==> src/rtl/div_pkg.sv <==
// ============================================================================
// div_pkg: shared types and constants for the restoring divider.
// Rev 1.0
// ============================================================================
`default_nettype none

package div_pkg;

  localparam int N_DEF = 3;

  typedef enum logic [2:0] {
    REPOSO   = 3'd0,
    CARGA    = 3'd1,
    DESPLAZA = 3'd2,
    RESTA    = 3'd3,
    AJUSTE   = 3'd4,
    FIN      = 3'd5
  } estado_t;

  // ceil(log2(n+1)): enough bits to hold the iteration count n itself
  function automatic int cnt_w(input int n);
    int w;
    w = 1;
    while ((1 << w) < (n + 1)) w++;
    return w;
  endfunction

endpackage

`default_nettype wire

==> src/rtl/camino_datos_div.sv <==
// ============================================================================
// camino_datos_div: A/Q/M registers, shared add/sub and iteration counter.
// Rev 1.0
// ============================================================================
`default_nettype none

module camino_datos_div
  import div_pkg::*;
#(
  parameter int N = N_DEF
) (
  input  logic         clk,
  input  logic         reset,
  input  logic         CargaA_i,
  input  logic         CargaQ_i,
  input  logic         CargaM_i,
  input  logic         desplaza_i,
  input  logic         resta_i,
  input  logic         restaura_i,
  input  logic [N-1:0] dividendo_i,
  input  logic [N-1:0] divisor_i,
  output logic [N-1:0] q_sig_o,
  output logic [N-1:0] resto_sig_o,
  output logic         ultima_o
);

  localparam int CW = cnt_w(N);

  logic [N:0]    a_q, a_d;
  logic [N-1:0]  q_q, q_d;
  logic [N:0]    m_q, m_d;
  logic [CW-1:0] cnt_q, cnt_d;

  logic [N:0]    w_suma;
  logic [N:0]    w_a_rest;
  logic [N-1:0]  w_q_ajust;

  // One adder serves both the trial subtraction and the restore
  assign w_suma   = resta_i ? (a_q - m_q) : (a_q + m_q);
  assign w_a_rest = a_q[N] ? w_suma : a_q;

  always_comb begin
    w_q_ajust    = q_q;
    w_q_ajust[0] = ~a_q[N];
  end

  assign q_sig_o     = w_q_ajust;
  assign resto_sig_o = w_a_rest[N-1:0];
  assign ultima_o    = (cnt_q == CW'(1));

  always_comb begin
    a_d   = a_q;
    q_d   = q_q;
    m_d   = m_q;
    cnt_d = cnt_q;
    if (CargaA_i) a_d = '0;
    if (CargaQ_i) begin
      q_d   = dividendo_i;
      cnt_d = CW'(N);
    end
    if (CargaM_i) m_d = {1'b0, divisor_i};
    if (desplaza_i) begin
      a_d = {a_q[N-1:0], q_q[N-1]};
      q_d = q_q << 1;
    end
    if (resta_i) a_d = w_suma;
    if (restaura_i) begin
      a_d   = w_a_rest;
      q_d   = w_q_ajust;
      cnt_d = cnt_q - CW'(1);
    end
  end

  always_ff @(posedge clk or negedge reset) begin
    if (!reset) begin
      a_q   <= '0;
      q_q   <= '0;
      m_q   <= '0;
      cnt_q <= '0;
    end else begin
      a_q   <= a_d;
      q_q   <= q_d;
      m_q   <= m_d;
      cnt_q <= cnt_d;
    end
  end

endmodule

`default_nettype wire

==> src/rtl/divisor_restaurador.sv <==
// ============================================================================
// divisor_restaurador: sequential unsigned restoring divider (FSM + outputs).
// Optional macro DIVISOR_DIV_CERO_EN adds div_cero and a divide-by-zero shortcut.
// Rev 1.0
// ============================================================================
`default_nettype none

module divisor_restaurador
  import div_pkg::*;
#(
  parameter int N = N_DEF
) (
  input  logic         clk,
  input  logic         reset,
  input  logic         inicio,
  input  logic [N-1:0] dividendo,
  input  logic [N-1:0] divisor,
  output logic [N-1:0] cociente,
  output logic [N-1:0] resto,
`ifdef DIVISOR_DIV_CERO_EN
  output logic         div_cero,
`endif
  output logic         Fin
);

  estado_t state_q, state_d;

  logic w_carga_a, w_carga_q, w_carga_m;
  logic w_desplaza, w_resta, w_restaura;
  logic w_carga_salida;
  logic w_ultima;
  logic [N-1:0] w_q_sig, w_resto_sig;

  logic [N-1:0] cociente_q, cociente_d;
  logic [N-1:0] resto_q, resto_d;

  camino_datos_div #(.N(N)) u_camino (
    .clk         (clk),
    .reset       (reset),
    .CargaA_i    (w_carga_a),
    .CargaQ_i    (w_carga_q),
    .CargaM_i    (w_carga_m),
    .desplaza_i  (w_desplaza),
    .resta_i     (w_resta),
    .restaura_i  (w_restaura),
    .dividendo_i (dividendo),
    .divisor_i   (divisor),
    .q_sig_o     (w_q_sig),
    .resto_sig_o (w_resto_sig),
    .ultima_o    (w_ultima)
  );

  always_comb begin
    state_d        = state_q;
    w_carga_a      = 1'b0;
    w_carga_q      = 1'b0;
    w_carga_m      = 1'b0;
    w_desplaza     = 1'b0;
    w_resta        = 1'b0;
    w_restaura     = 1'b0;
    w_carga_salida = 1'b0;
    case (state_q)
      REPOSO: if (inicio) state_d = CARGA;
      CARGA: begin
        w_carga_a = 1'b1;
        w_carga_q = 1'b1;
        w_carga_m = 1'b1;
        state_d   = DESPLAZA;
`ifdef DIVISOR_DIV_CERO_EN
        if (divisor == '0) state_d = FIN;
`endif
      end
      DESPLAZA: begin
        w_desplaza = 1'b1;
        state_d    = RESTA;
      end
      RESTA: begin
        w_resta = 1'b1;
        state_d = AJUSTE;
      end
      AJUSTE: begin
        w_restaura = 1'b1;
        if (w_ultima) begin
          state_d        = FIN;
          w_carga_salida = 1'b1;
        end else begin
          state_d = DESPLAZA;
        end
      end
      FIN: if (inicio) state_d = CARGA;
      default: state_d = REPOSO;
    endcase
  end

  // Results move only when entering FIN, so old values stay visible meanwhile
  always_comb begin
    cociente_d = cociente_q;
    resto_d    = resto_q;
    if (w_carga_salida) begin
      cociente_d = w_q_sig;
      resto_d    = w_resto_sig;
    end
`ifdef DIVISOR_DIV_CERO_EN
    if (state_q == CARGA && divisor == '0) begin
      cociente_d = '1;
      resto_d    = dividendo;
    end
`endif
  end

  always_ff @(posedge clk or negedge reset) begin
    if (!reset) begin
      state_q    <= REPOSO;
      cociente_q <= '0;
      resto_q    <= '0;
    end else begin
      state_q    <= state_d;
      cociente_q <= cociente_d;
      resto_q    <= resto_d;
    end
  end

`ifdef DIVISOR_DIV_CERO_EN
  logic div_cero_q;

  always_ff @(posedge clk or negedge reset) begin
    if (!reset) begin
      div_cero_q <= 1'b0;
    end else if (state_q == CARGA) begin
      div_cero_q <= (divisor == '0);
    end
  end

  assign div_cero = div_cero_q;
`endif

  assign cociente = cociente_q;
  assign resto    = resto_q;
  assign Fin      = (state_q == FIN);

endmodule

`default_nettype wire

==> config.mk <==
export PLATFORM = sky130hd
export DESIGN_NAME = divisor_restaurador
export DESIGN_NICKNAME = d
export VERILOG_FILES = /design/src/rtl/div_pkg.sv /design/src/rtl/camino_datos_div.sv /design/src/rtl/divisor_restaurador.sv
export SDC_FILE = /design/constraint.sdc
export NUM_CORES = 1
export LEC_CHECK = 0
export CORE_ASPECT_RATIO = 1.1
export CORE_UTILIZATION = 58
export CTS_CLUSTER_DIAMETER = 150
export DETAILED_ROUTE_END_ITERATION = 10
export PLACE_DENSITY_LB_ADDON = 0.12
export SLEW_MARGIN = 20
export SYNTH_ARGS = -nofsm -noshare
export SYNTH_HDL_FRONTEND = slang
export SYNTH_SLANG_ARGS = --single-unit
==> constraint.sdc <==
create_clock -name clk -period 4.87 [get_ports clk]
set_input_delay 0.974 -clock clk [delete_from_list [all_inputs] [get_ports clk]]
set_output_delay 0.974 -clock clk [all_outputs]
set_load 0.05 [all_outputs]
==> metrics.md, run 1 <==
| Metric | Value |
|---|---|
| Layout cells sized above 1 | 10.3% |
| Setup Buffers After CTS | 0 |
| Drt drc | 0 |
| Depth of the CTS H-tree | 1 |
| Status | completed |
| Vias in the first global route | slightly below 900 |
| Max Buffers Root-to-Sink | 2 |
| FF-to-FF Start | state_q[0] |
| Grt total ovfl | 0 |
| Area leader, netlist | dfrtp_1 |
| Syn_area_per_cell | roughly 9.4 um2 |
| Die H | 50.7 um |
| Rel. slew slack | between 30 and 40% |
| Largest cells by area after synthesis | dfrtp_1 42%, mux2_2 7.2%, nor2_1 5.4% |
| Worst-margin pin slew | 0.904 ns |
| Antenna diode count | 0 |
| Die area | roughly 2300 um2 |
| Synth top area share | 42.0% |
| Achievable Freq | 0.319 GHz |
| Clk slew on worst S/H paths | 0.12 ns |
| Worst Min Path Start | u_camino.q_q[2] |
| R2R Setup Slk | 2.27 ns |
| Total via count in the routed design | 957 |
| Starting density of the core | approximately three fifths |
| I/O Pins | 16 |
| RR Endpoint | u_camino.a_q[3] |
| Vias per cell | 5.53 |
| Hold_buf cts | 0 |
| CTS sink cnt | 21 |
| DP Wirelength | approximately 1800 um |
| First-pass GRT wire length | 4040 um |
| Min-Delay Path Class | flop to flop |
| Commonest cells post-synth | 21 x dfrtp_1, 18 x nor2_1, 10 x o21ai_0, 9 x a21oi_1, 9 x nand2_1 |
| TritonCTS Buffers | 3 |
| Reg2reg path depth | 8 |
| RSZ-0062 raised after global routing | false |
| Final Util | 70.9% |
| Drt pass-1 iters | 4 |
| CTS tree | yes |
| Setup ws final | 1.74 ns |
| Worst Hold Depth | 1 |
| Synthesis Warnings | 0 |
| WP data required | 3.90 ns |
| WP data arrival | 2.16 ns |
| Crit path time final | between 3 and 4 ns |
| Placed Area | 1410 um2 |
| Setup WS pre-CTS | between 2 and 2.5 ns |
| Max Slew Vio Count | 0 |
| Root buf cell | clkbuf_4 |
| Seq cells post-synth | 21 |
| Initial antenna violation count | 0 |
| Cell Rows | 17 |
| Cells after synthesis | 133 |
| Worst-Skew Late Latency | 0.32 ns |
| Total GRT Usage | 25.0% |
| Final Instance Area | around 1400 um2 |
| Horiz. Die Dim | 46.3 um |
| Skew final | between 0.005 and 0.006 ns |
| Mapped Area | 1250 um2 |
| Post-CTS resize count | 0 |
| Top-count cell post-synth | dfrtp_1 |
| Area grow syn2layout | 14.5% |
| Final wirelength | 2400 um |
| Mapped Nets | 148 |
| Synth cell types | 36 |
| Max Cap Viol | 0 |
| Final setup fails | 0 |
| Hold endpoint | u_camino.q_q[2] |
| Setup TNS | 0 ns |
| Register area share after synthesis | approximately two fifths |
| Number of enable flip-flop cells after synthesis | 0 |
| Crit end category | output pin |
| Final hold vios | 0 |
| Critical setup path kind | flop to output pin |
| GPL Wtd Cong | between 0.8 and 0.9 |
| Port bufs | 15 |
| Routed Antenna Nets | 0 |
| DR WL/cell | 13.8 um |
| Core Box Area | about 2000 um2 |
| Final net count | ~160 |
| Initial DRC count | 14 |
| Ys flop type | dfrtp_1 |
| Fin crit share | 64.3% |
| Asr flop ratio synth | 100% |
| Critical path startpoint category | flop |
| Crit Path Max Fanout | 23 |
| Largest net degree at the start of global routing | 26 |
==> layout by cell type (no fill, tap or decap), types with 2 or more instances in the layout <==
cell type / Yosys / layout
o2bb2ai_1: 2 / 2
mux2i_1: 3 / 3
nor3b_1: 2 / 2
a22oi_1: 2 / 2
nor2b_1: 4 / 4
a21oi_1: 9 / 9
clkbuf_4: 0 / 3
dfrtp_1: 21 / 21
o31ai_1: 2 / 2
nand2_1: 9 / 9
nor3_1: 2 / 2
ha_1: 5 / 5
o21ai_0: 10 / 10
nor2_1: 18 / 18
o22ai_1: 3 / 3
clkdlybuf4s50_1: 0 / 15
mux2_2: 8 / 8
inv_1: 8 / 8
==> cells by family after synthesis <==
logic type / synth area share, %
multiplexers: 9.60
adder cells (fa/ha/maj): 6.60
flip-flops: 42.0
XOR/XNOR: 1.40
AO/OA/AOI/OAI: 19.8
AND/OR/NAND/NOR: 15.8
buffers and inverters: 4.80
==> worst max path at each step <==
| stage | startpoint | to | slack (ns) |
|---|---|---|---|
| after CTS | state_q[0] | Fin | 1.73 |
| after global routing | state_q[0] | Fin | 1.62 |
| after detailed placement | state_q[0] | Fin | 2.10 |
| final | state_q[2] | Fin | 1.74 |
| after global placement | state_q[0] | Fin | 2.14 |
| after floorplan | state_q[0] | Fin | 2.44 |
==> cell type report <==
cell class	instances	area, um2
clock buffer	4	26.3
fill	156	588
inverter	8	30.0
multi-input combinational	97	666
sequential	21	526
tap	28	35.0
timing repair buffer	15	150
==> critical path, stage by stage (launching register included) <==
cell and delay (ns):
dfrtp_1 0.78, and3_1 0.26, clkdlybuf4s50_1 0.80
==> through the flow <==
step | cells | hold WS, ns
after floorplan | 133 | 0.472
after global placement | 169 | 0.489
after detailed placement | 169 | 0.499
after CTS | 173 | 0.527
after global routing | 173 | 0.546
final | 173 | 0.521
==> per-layer routing <==
layer	up-vias	part of all wire [%]	GRT usage, %
met2	16	48	38.7
met4	0	2.3	11.8
met3	5	2.5	4.32
met5	-	0	0
li1	494	-	-
met1	442	47	33.1
==> registers in the layout (all words and copies together) (netlist names) <==
| signal | flops |
|---|---|
| cociente | 3 |
| state_q | 3 |
| u_camino.m_q | 3 |
| resto | 3 |
| u_camino.a_q | 4 |
| u_camino.cnt_q | 2 |
| u_camino.q_q | 3 |
Power of run 1 is not shown: default switching activity piles up to over one toggle a cycle in this logic, so the estimate is an artifact.
==> inputs of run 2 (changes only) <==
--- a/config.mk
+++ b/config.mk
@@ -6,7 +6,7 @@
 export NUM_CORES = 1
 export LEC_CHECK = 0
 export CORE_ASPECT_RATIO = 1.1
-export CORE_UTILIZATION = 58
+export CORE_UTILIZATION = 49
 export CTS_CLUSTER_DIAMETER = 150
 export DETAILED_ROUTE_END_ITERATION = 10
 export PLACE_DENSITY_LB_ADDON = 0.12
==> constraint.sdc (replaced) <==
create_clock -name clk -period 2.5 [get_ports clk]
set_input_delay 0.5 -clock clk [delete_from_list [all_inputs] [get_ports clk]]
set_output_delay 0.5 -clock clk [all_outputs]
set_load 0.05 [all_outputs]
==> run 2 against run 1 <==
Wire length increased by 5.3%; cell area increased by 2.7%; cell count is 4.0% higher; hold slack better by 0.0050 ns; non-clock buffer count increased by 5; flip-flop and latch count stayed put; setup slack lost 1.4 ns; first-iteration DRC count increased by 7.1%; critical path depth grew 6; register-to-register slack worse by 1.9 ns; critical path type is now flop to flop; highest routed layer unchanged.
==> metrics.md, run 2 (synthesis results as in run 1) <==
| Metric | Value |
|---|---|
| Worst vdd ir | ~0.90 mV |
| Setup Buffers After CTS | 0 |
| Clk slew on worst S/H paths | 0.13 ns |
| Crit end category | flop |
| Initial DRC count | 15 |
| Layout cells sized above 1 | ~15% |
| Critical setup path kind | flop to flop |
| Root buf cell | clkbuf_4 |
| CTS tree | yes |
| Setup TNS | 0 ns |
| Depth of the CTS H-tree | 1 |
| CTS sink cnt | 21 |
| Leakage power total | roughly 0.65 nW |
| Core Box Area | 2320 um2 |
| Achievable Freq | 0.466 GHz |
| RSZ-0062 raised after global routing | false |
| Die area | around 2800 um2 |
| Vias in the first global route | 962 |
| CP max-delay cell | dfrtp_1 |
| Worst-path cell chain | and3b_1 -> mux2_2 -> inv_1 -> ha_1 -> nor2b_1 -> o21a_1 -> a2111oi_2 -> a211oi_1 |
| FF-to-FF Start | state_q[2] |
| Port bufs | 15 |
| Drt pass-1 iters | 4 |
| Status | completed |
| Post-CTS resize count | 0 |
| I/O Pins | 16 |
| Min-Delay Path Class | primary input to asynchronous set/reset pin |
| Hold_buf cts | 0 |
| Max incr delay on CP | 0.40 ns |
| Placed Area | 1440 um2 |
| Horiz. Die Dim | 50.2 um |
| Vias per cell | approximately 5.6 |
| PwrDens | ~1500 nW/um2 |
| Routed Antenna Nets | 0 |
| Crit Path Max Fanout | 4 |
| Max FFs per register | 4 |
| Starting density of the core | 53.9% |
| Largest net degree at the start of global routing | 25 |
| Max Cap Viol | 0 |
| WP data required | 2.69 ns |
| Final wirelength | 2520 um |
| Commonest non-fill, non-tap cells in the layout | 21 x dfrtp_1, 18 x nor2_1, 14 x clkdlybuf4s50_1 |
| Fin crit share | 85.9% |
| Antenna diode count | 0 |
| TritonCTS Buffers | 3 |
| Total GRT Usage | about a fifth |
| Final hold vios | 0 |
| Worst-margin pin slew | 0.719 ns |
| Tot Pwr | 2.28 mW |
| Hold slack | 0.526 ns |
| Most common cell after layout, fill and taps aside | dfrtp_1 |
| Biggest register | u_camino.a_q |
| Worst-Skew Late Latency | 0.31 ns |
| First-pass GRT wire length | 4250 um |
| Max Buffers Root-to-Sink | 2 |
| Skew final | 0.00832 ns |
| DR WL/cell | 14.0 um |
| Crit path from | state_q[2] |
| Total via count in the routed design | ~1k |
| Die H | 55 um |
| Final net count | 166 |
| Area grow syn2layout | 17.6% |
| Crit path time final | 2.15 ns |
| DP Wirelength | 1690 um |
| Initial antenna violation count | 0 |
| Final Instance Area | 1470 um2 |
| Drt drc | 0 |
| Grt total ovfl | 0 |
| WP data arrival | between 2 and 2.5 ns |
| Rel. slew slack | approximately 52% |
| Critical path startpoint category | flop |
| Max Slew Vio Count | 0 |
| Cell Rows | 18 |
| GPL Wtd Cong | 0.750 |
| Final setup fails | 0 |
## run 2: final cells by class
type                       instances  area (um2)
fill                             207         848
clock inverter                     1        5.00
timing repair buffer              20         185
multi-input combinational         97         666
inverter                           8        30.0
tap                               30        37.5
sequential                        21         526
clock buffer                       3        22.5
## run 2: per-stage QoR
| stage | std cells | worst slack (ns) | util [%] |
|---|---|---|---|
| after floorplan | 133 | 0.344 | - |
| after CTS | 180 | 0.323 | 63.4 |
| after detailed placement | 176 | 0.343 | 62.2 |
| final | 180 | 0.353 | 63.4 |
| after global placement | 176 | 0.423 | 62.2 |
| after global routing | 180 | 0.174 | 63.4 |
## run 2: final timing paths
path                                   end  depth (start not counted)  slack (ns)
max                        u_camino.a_q[3]                          8        0.35
min                        u_camino.q_q[2]                          2        0.53
max reg2reg                u_camino.a_q[3]                          8        0.35
min reg2reg                    cociente[1]                          1        0.53
max in group asynchronous  u_camino.q_q[0]                          2        1.75
min in group clk               cociente[1]                          1        0.53
## run 2: power breakdown
group / internal, mW / total (mW) / switching [mW] / leakage [nW]
logic: 0.646 / 1.50 / 0.850 / 0.374
clock network: 0.0597 / 0.167 / 0.108 / 0.0177
registers: 0.499 / 0.616 / 0.116 / 0.261
## run 2: worst max-delay path: cells and delay by family, from the launching register on
kind,cells,cell delay [ns]
AOI/OAI and AO/OA,3,0.58
adders and majority gates,1,0.21
buffers and inverters,1,0.06
DFF,1,0.40
muxes,1,0.38
and+or+nand+nor,2,0.41
## run 2: metal layers
metal	track usage (%)	wire length (um)	up-vias
met5	0	0	-
met4	7.14	15	0
met3	2.46	63	2
met2	37.1	1160	13
met1	27.3	1280	486
li1	-	-	509
Power figures use the tool's default switching activity.
==> inputs of run 3 (changes only) <==
--- a/config.mk
+++ b/config.mk
@@ -9,8 +9,9 @@
 export CORE_UTILIZATION = 49
 export CTS_CLUSTER_DIAMETER = 150
 export DETAILED_ROUTE_END_ITERATION = 10
+export HOLD_SLACK_MARGIN = 0.08
 export PLACE_DENSITY_LB_ADDON = 0.12
-export SLEW_MARGIN = 20
+export SLEW_MARGIN = 10
 export SYNTH_ARGS = -nofsm -noshare
 export SYNTH_HDL_FRONTEND = slang
 export SYNTH_SLANG_ARGS = --single-unit
==> results of run 3 <==
Same layout as run 2: the final DEF is identical, and so are final timing and power.
